<file path="src/rtl/uart_transmitter.sv">
// UART transmit path: frames a parallel word as start, data (LSB first), optional parity
// and stop bits, one serial bit per OVERSAMPLE cycles of the 16x baud clock.
//
// state    | meaning
// S_IDLE   | line high, waiting for Tx_start
// S_START  | start bit (line low)
// S_DATA   | data bits, index 0 first
// S_PARITY | parity bit (only reachable when PARITY_EN=1)
// S_STOP   | stop bit(s), Tx_done in the very last cycle
module uart_transmitter #(
  parameter int DATA_BITS  = 8,
  parameter int PARITY_EN  = 0,
  parameter int PARITY_ODD = 0,
  parameter int STOP_BITS  = 1,
  parameter int OVERSAMPLE = 16
) (
  input  logic                 Bclkx16_,
  input  logic                 reset,
  input  logic                 Tx_start,
  input  logic [DATA_BITS-1:0] data,
  output logic                 Tx,
  output logic                 Tx_busy,
  output logic                 Tx_done
);

  localparam int TW = (OVERSAMPLE > 1) ? $clog2(OVERSAMPLE) : 1;
  localparam logic [TW-1:0] TICK_LAST = TW'(OVERSAMPLE - 1);
  localparam logic [3:0]    DATA_LAST = 4'(DATA_BITS - 1);
  localparam logic [3:0]    STOP_LAST = 4'(STOP_BITS - 1);
  localparam logic          ODD       = (PARITY_ODD != 0);

  typedef enum logic [2:0] {S_IDLE, S_START, S_DATA, S_PARITY, S_STOP} state_t;

  state_t               state_q, state_d;
  logic [TW-1:0]        tick_q, tick_d;
  logic [3:0]           bit_q, bit_d;
  logic [DATA_BITS-1:0] shift_q, shift_d;
  logic                 parity_q, parity_d;
  logic                 tx_q, tx_d;
  logic                 busy_q, busy_d;
  logic                 done_q, done_d;
  logic                 bit_end;

  always_comb begin
    state_d  = state_q;
    tick_d   = tick_q;
    bit_d    = bit_q;
    shift_d  = shift_q;
    parity_d = parity_q;
    bit_end  = (tick_q == TICK_LAST);

    case (state_q)
      S_IDLE: begin
        if (Tx_start) begin
          state_d  = S_START;
          tick_d   = '0;
          bit_d    = '0;
          shift_d  = data;
          parity_d = (^data) ^ ODD;
        end
      end
      S_START: begin
        if (bit_end) state_d = S_DATA;
      end
      S_DATA: begin
        if (bit_end) begin
          if (bit_q == DATA_LAST) begin
            bit_d   = '0;
            state_d = (PARITY_EN != 0) ? S_PARITY : S_STOP;
          end else begin
            bit_d   = bit_q + 4'd1;
            shift_d = shift_q >> 1;
          end
        end
      end
      S_PARITY: begin
        if (bit_end) state_d = S_STOP;
      end
      S_STOP: begin
        if (bit_end) begin
          if (bit_q == STOP_LAST) begin
            bit_d   = '0;
            state_d = S_IDLE;
          end else begin
            bit_d = bit_q + 4'd1;
          end
        end
      end
      default: state_d = S_IDLE;
    endcase

    if (state_q != S_IDLE) begin
      if (bit_end) tick_d = '0;
      else         tick_d = tick_q + 1'b1;
    end

    // Outputs are decoded from the next state so that they come straight out of flops.
    busy_d = (state_d != S_IDLE);
    done_d = (state_d == S_STOP) && (tick_d == TICK_LAST) && (bit_d == STOP_LAST);
    case (state_d)
      S_START:  tx_d = 1'b0;
      S_DATA:   tx_d = shift_d[0];
      S_PARITY: tx_d = parity_d;
      default:  tx_d = 1'b1;
    endcase
  end

  always_ff @(posedge Bclkx16_) begin
    if (reset) begin
      state_q  <= S_IDLE;
      tick_q   <= '0;
      bit_q    <= '0;
      shift_q  <= '0;
      parity_q <= 1'b0;
      tx_q     <= 1'b1;
      busy_q   <= 1'b0;
      done_q   <= 1'b0;
    end else begin
      state_q  <= state_d;
      tick_q   <= tick_d;
      bit_q    <= bit_d;
      shift_q  <= shift_d;
      parity_q <= parity_d;
      tx_q     <= tx_d;
      busy_q   <= busy_d;
      done_q   <= done_d;
    end
  end

  assign Tx      = tx_q;
  assign Tx_busy = busy_q;
  assign Tx_done = done_q;

endmodule
</file>
<file path="config.mk">
export PLATFORM = sky130hd
export DESIGN_NAME = uart_transmitter
export DESIGN_NICKNAME = d
export VERILOG_FILES = /design/src/rtl/uart_transmitter.sv
export SDC_FILE = /design/constraint.sdc
export NUM_CORES = 1
export LEC_CHECK = 0
export BUFFER_PORTS_ARGS = -buffer_cell sky130_fd_sc_hd__buf_2
export CAP_MARGIN = 40
export CORE_MARGIN = 4
export CORE_UTILIZATION = 29
export CTS_CLUSTER_DIAMETER = 50
export DETAILED_ROUTE_END_ITERATION = 8
export PLACE_DENSITY = 0.45
export SLEW_MARGIN = 20
export SYNTH_ARGS = -nofsm -noshare
export SYNTH_HDL_FRONTEND = slang
export SYNTH_SLANG_ARGS = --single-unit
</file>
<file path="constraint.sdc">
create_clock -name Bclkx16_ -period 5.65 [get_ports Bclkx16_]
set_input_delay 0.2825 -clock Bclkx16_ [delete_from_list [all_inputs] [get_ports Bclkx16_]]
set_output_delay 0.2825 -clock Bclkx16_ [all_outputs]
set_load 0.1 [all_outputs]
</file>
# Word-level counts from Yosys, hierarchy flattened
# Index checks and enable logic that the tools add are counted.
# word_totals
wordCells	60
ff_bits	23
out_inout_bits	3
in_bits	11
# classes
n_addsub	2
n_eq_ne	14
reduce_logical	10
muxes	25
# op_table
cell	count
$mux 4	9
$mux 8	3
$mux 3	7
$pmux 8 s2	1
$pmux 3 s5	1
$eq 3x2->1 const B	4
$pmux 4 s3	1
$add 4x1->4 const B	2
$eq 4x4->1 const B	2
$logic_not 4->1	2
$reduce_xor 8->1	1
$eq 3x1->1 const B	2
$eq 3x3->1 const B	2
$ne 2x2->1 const B	3
$reduce_bool 3->1	2
$eq 4x3->1 const B	1
$reduce_and 4->1	1
$logic_not 3->1	1
$pmux 1 s3	1
$logic_and 1x1->1	2
$mux 1	2
$reduce_bool 2->1	1

# Longest topological paths before layout
# depth
ltp_word	7
ltp_mapped	7
depth_no_buf	7

# Worst setup path after synthesis
# OpenSTA, ideal clock, no wires.
# synth_path
kind	register to register
startpoint	reg tick_q[0]
endpoint	reg tx_q, in the netlist Tx
arrival_time_ps	1753
period_less_slack_ps	1867
path_stages_with_launch	7
setup_slack_ps	3783
setup_ps	114
t_required_ps	5536
path_buffers	0
cell_sequence	dfxtp_1 ha_1 nand3_1 nor4_4 nor2_4 a211o_1 a21o_1
# synth_via
elab_chain_cells	5
word_cells_on_any_way	12
cone_classes	4 x eq/ne; 8 x mux
# synth_rtl
item	line	text
start: declaration	35	logic [TW-1:0] tick_q, tick_d;
start signal: assignment	120	tick_q <= tick_d;
$eq 4x4->1 *	50	bit_end = (tick_q == TICK_LAST);
$mux 3, on equally long branches	--	
$pmux 3 s5	52	case (state_q)
$eq 3x2->1 / $eq 3x1->1 (equally long branches)	100	case (state_d)
$pmux 1 s3 *	100	
end signal: assignment	124	tx_q <= tx_d;
end: declaration	39	logic tx_q, tx_d;
# Every way passes the cells marked *; elsewhere a longest branch is shown, timed or not. The select of a mux whose other input is x is not followed.
# A chain may end at the register's enable or synchronous reset.

# Final worst setup path
# Same ends and word-level chain as after synthesis.

==> metrics.md <==
| Metric | Value |
|---|---|
| Outcome | `completed` |
| Filler cells | `approximately 470` |
| Num CTS Buffers | `3` |
| Final Hold Viols | `0` |
| Setup bufs post-CTS | `0` |
| IO Pins | `14` |
| R2R Setup Slk | `3200 ps` |
| RSZ-0062 raised after global routing | `no` |
| # port buffers | `13` |
| Post-synth net total | `between 150 and 200` |
| Flop and latch count out of synthesis | `23` |
| VDD IR max | `between 0.1 and 0.15 mV` |
| Number of enable flip-flop cells after synthesis | `0` |
| Largest family of logic cells by synthesized area | `compound AO/OA/AOI/OAI gates` |
| Crit path cell chain | `ha_1 -> nand3_1 -> nor4_4 -> nor2_4 -> a211o_1 -> a21o_1` |
| Vias in the first global route | `approximately 1000` |
| Avg Cell Area, Syn | `8.48 sq um` |
| Worst Skew | `7.37 ps` |
| Root Buffer | `clkbuf_8` |
| Core Region | `approximately 4100 sq um` |
| DIE AREA | `between 5000 and 6000 sq um` |
| WL/cell | `13.8 um` |
| DR pass1 iterations | `4` |
| Fin util | `34.6%` |
| Sequential share of the synthesized area | `35.7%` |
| Clock buffer depth | `2` |
| Mux cell area share after synthesis | `0%` |
| Pins Over Slew Limit | `0` |
| Initial antenna violation count | `0` |
| Gr usage total | `11.6%` |
| Synth Area in Compound Gates | `a little over a quarter` |
| Routed WL | `between 2000 and 3000 um` |
| CP required | `slightly below 6000 ps` |
| Routed vias | `1161` |
| Initial DRC Count | `a little under 80` |
| Hold Buf Count CTS | `0` |
| DR vias/cell | `~5.5` |
| Worst hold slack | `~270 ps` |
| Crit-path slowest cell | `nor4_4` |
| Layout area overhead | `11.3%` |
| First-pass GRT wire length | `roughly 5000 um` |
| # DRC | `0` |
| Ys Warns | `0` |
| Cell Rows | `23` |
| Share of cells above drive strength 1 | `roughly 17%` |
| # diodes | `0` |
| ANT nets after route | `0` |
| Static Leak | `approximately 0.52 nW` |
| Measured slew at the worst slew-check pin | `654 ps` |
| Xor and xnor fraction of the mapped netlist area | `between 5 and 6%` |
| Fmax achieved | `roughly 410 MHz` |
| Max incr delay on CP | `690 ps` |
| Mapped Cells | `about 150` |
| Worst slew margin | `a little under three fifths` |
| Critical Path AT | `around 2600 ps` |
| Post_cts resized | `0` |
| Period utilization | `around 43%` |
| Starting Density | `between 30% and 40%` |
| Grt total ovfl | `0` |
| CP startpoint kind | `register` |
| GPL Wtd Cong | `between 0.8 and 0.9` |
| Pin count of the biggest net entering global routing | `23` |
| Setup TNS | `0 ps` |
| # nets final | `177` |
| Ys flop type | `dfxtp_1` |
| Fraction of the mapped netlist area in adder cells | `slightly below 3%` |
| Die height | `~75 um` |
| DP Wirelength | `2110 um` |
| Max_cap viols | `0` |
| Async set-reset flop share out of synthesis | `0%` |
| Post-Synthesis Cell Area | `approximately 1300 sq um` |
| Die W | `around 75 um` |
| CTS Sinks | `23` |
| Hold WC Path Type | `in2reg` |
| Max FO, Critical Path | `11` |
| Final cell count without fillers | `approximately 210` |
| Clock Latency Late Sink | `270 ps` |
| Crit Path Category | `reg2reg` |
| Htree depth | `1` |
| Setup-failing EPs final | `0` |
| Synth unique cells | `between 40 and 50` |
| Power density cells | `around 240 nW/um^2` |
| Placed cells | `about 210` |
| Post-route minimum period | `2450 ps` |
| Post-synthesis simple-gate area fraction | `24.8%` |
| Area after DPL | `between 1000 and 1500 sq um` |
| Worst-path clk slew | `roughly 80 ps` |
| Cell area after layout | `1430 sq um` |
| Worst Setup End Kind | `register` |
| CTS tree | `yes` |
==> state kept, by name, indices dropped and copies added, names as in the netlist <==
| name | count |
|---|---|
| shift_q | 8 |
| Tx_busy | 1 |
| state_q | 3 |
| Tx_done | 1 |
| bit_q | 4 |
| tick_q | 4 |
| parity_q | 1 |
| Tx | 1 |
==> path summary, 6_finish.rpt <==
check,start,endpoint,cells past startpoint
setup / recovery,tick_q[0]$_SDFF_PP0_,Tx$_SDFF_PP1_,6
hold / removal,data[7],shift_q[7]$_SDFFE_PP0P_,3
setup reg to reg,tick_q[0]$_SDFF_PP0_,Tx$_SDFF_PP1_,6
hold reg to reg,shift_q[3]$_SDFFE_PP0P_,shift_q[3]$_SDFFE_PP0P_,2
==> final cells by class <==
| type | count | area (sq um) | area share [%] |
|---|---|---|---|
| clock buffer | 3 | 41.3 | 2.88 |
| clock inverter | 1 | 5.00 | 0.349 |
| inverter | 5 | 18.8 | 1.31 |
| multi-input combinational | 116 | 773 | 53.9 |
| sequential | 23 | 460 | 32.1 |
| tap | 50 | 62.6 | 4.36 |
| timing repair buffer | 14 | 72.6 | 5.06 |
==> cells in the final DEF, fill, tap and decap left out, types with 3 or more instances in the layout <==
cell type	count
a211oi_1	4
a21o_1	4
a21oi_1	17
a22oi_1	8
buf_2	13
clkbuf_8	3
dfxtp_1	23
ha_1	3
inv_1	4
nand2_1	13
nand3_1	5
nor2_1	11
nor3_1	4
o21ai_0	4
xnor2_1	7
==> cells in the mapped netlist, types with 2 or more instances <==
library cell | instances | area share [%]
a22oi_1 | 8 | 4.7
nor3b_1 | 2 | 1.2
nor3_1 | 4 | 1.6
nor2_1 | 11 | 3.2
dfxtp_1 | 23 | 36
xnor2_1 | 7 | 4.8
a21o_1 | 4 | 2.3
clkbuf_1 | 3 | 0.87
a21oi_1 | 17 | 6.6
nand3_1 | 5 | 1.9
inv_1 | 4 | 1.2
buf_2 | 5 | 1.9
a31oi_1 | 2 | 0.97
nand3b_1 | 2 | 1.2
ha_1 | 3 | 2.9
o21ai_0 | 4 | 1.6
nand2_1 | 13 | 3.8
a211oi_1 | 4 | 2.3
==> worst max-delay path, delay by kind of cell, from the launching register on <==
kind                     cells  cell delay [ps]
adder cells (fa/ha/maj)      1              270
AO/OA/AOI/OAI                2              480
AND/OR/NAND/NOR              3             1190
flip-flops                   1              410
==> layer usage <==
layer  vias up  global-route usage [%]  wire length (um)
met5         -                       0                 0
met1       544                    17.4              1500
met4         0                    4.15                46
met2        17                    16.7              1300
met3         5                    2.00                74
li1        595                       -                 -
==> power breakdown <==
| part | internal [mW] | leakage [nW] | switching [mW] |
|---|---|---|---|
| combinational | 0.0241 | 0.303 | 0.0411 |
| sequential | 0.171 | 0.188 | 0.00736 |
| clock | 0.0493 | 0.0255 | 0.0530 |
==> kinds of logic after synthesis <==
| logic type | count (synthesis) |
|---|---|
| buffers and inverters | 13 |
| AO/OA/AOI/OAI | 52 |
| AND/OR/NAND/NOR | 53 |
| flip-flops | 23 |
| XOR/XNOR | 8 |
| adder cells (fa/ha/maj) | 3 |
==> stage by stage <==
step           setup WS [ps]  power, mW
2_1_floorplan           3780      0.232
5_1_grt                 3030      0.366
6_report                3200      0.345
3_5_place_dp            3220      0.247
4_1_cts                 3200      0.351
3_3_place_gp            3280      0.247
(Power assumes the default switching activity.)
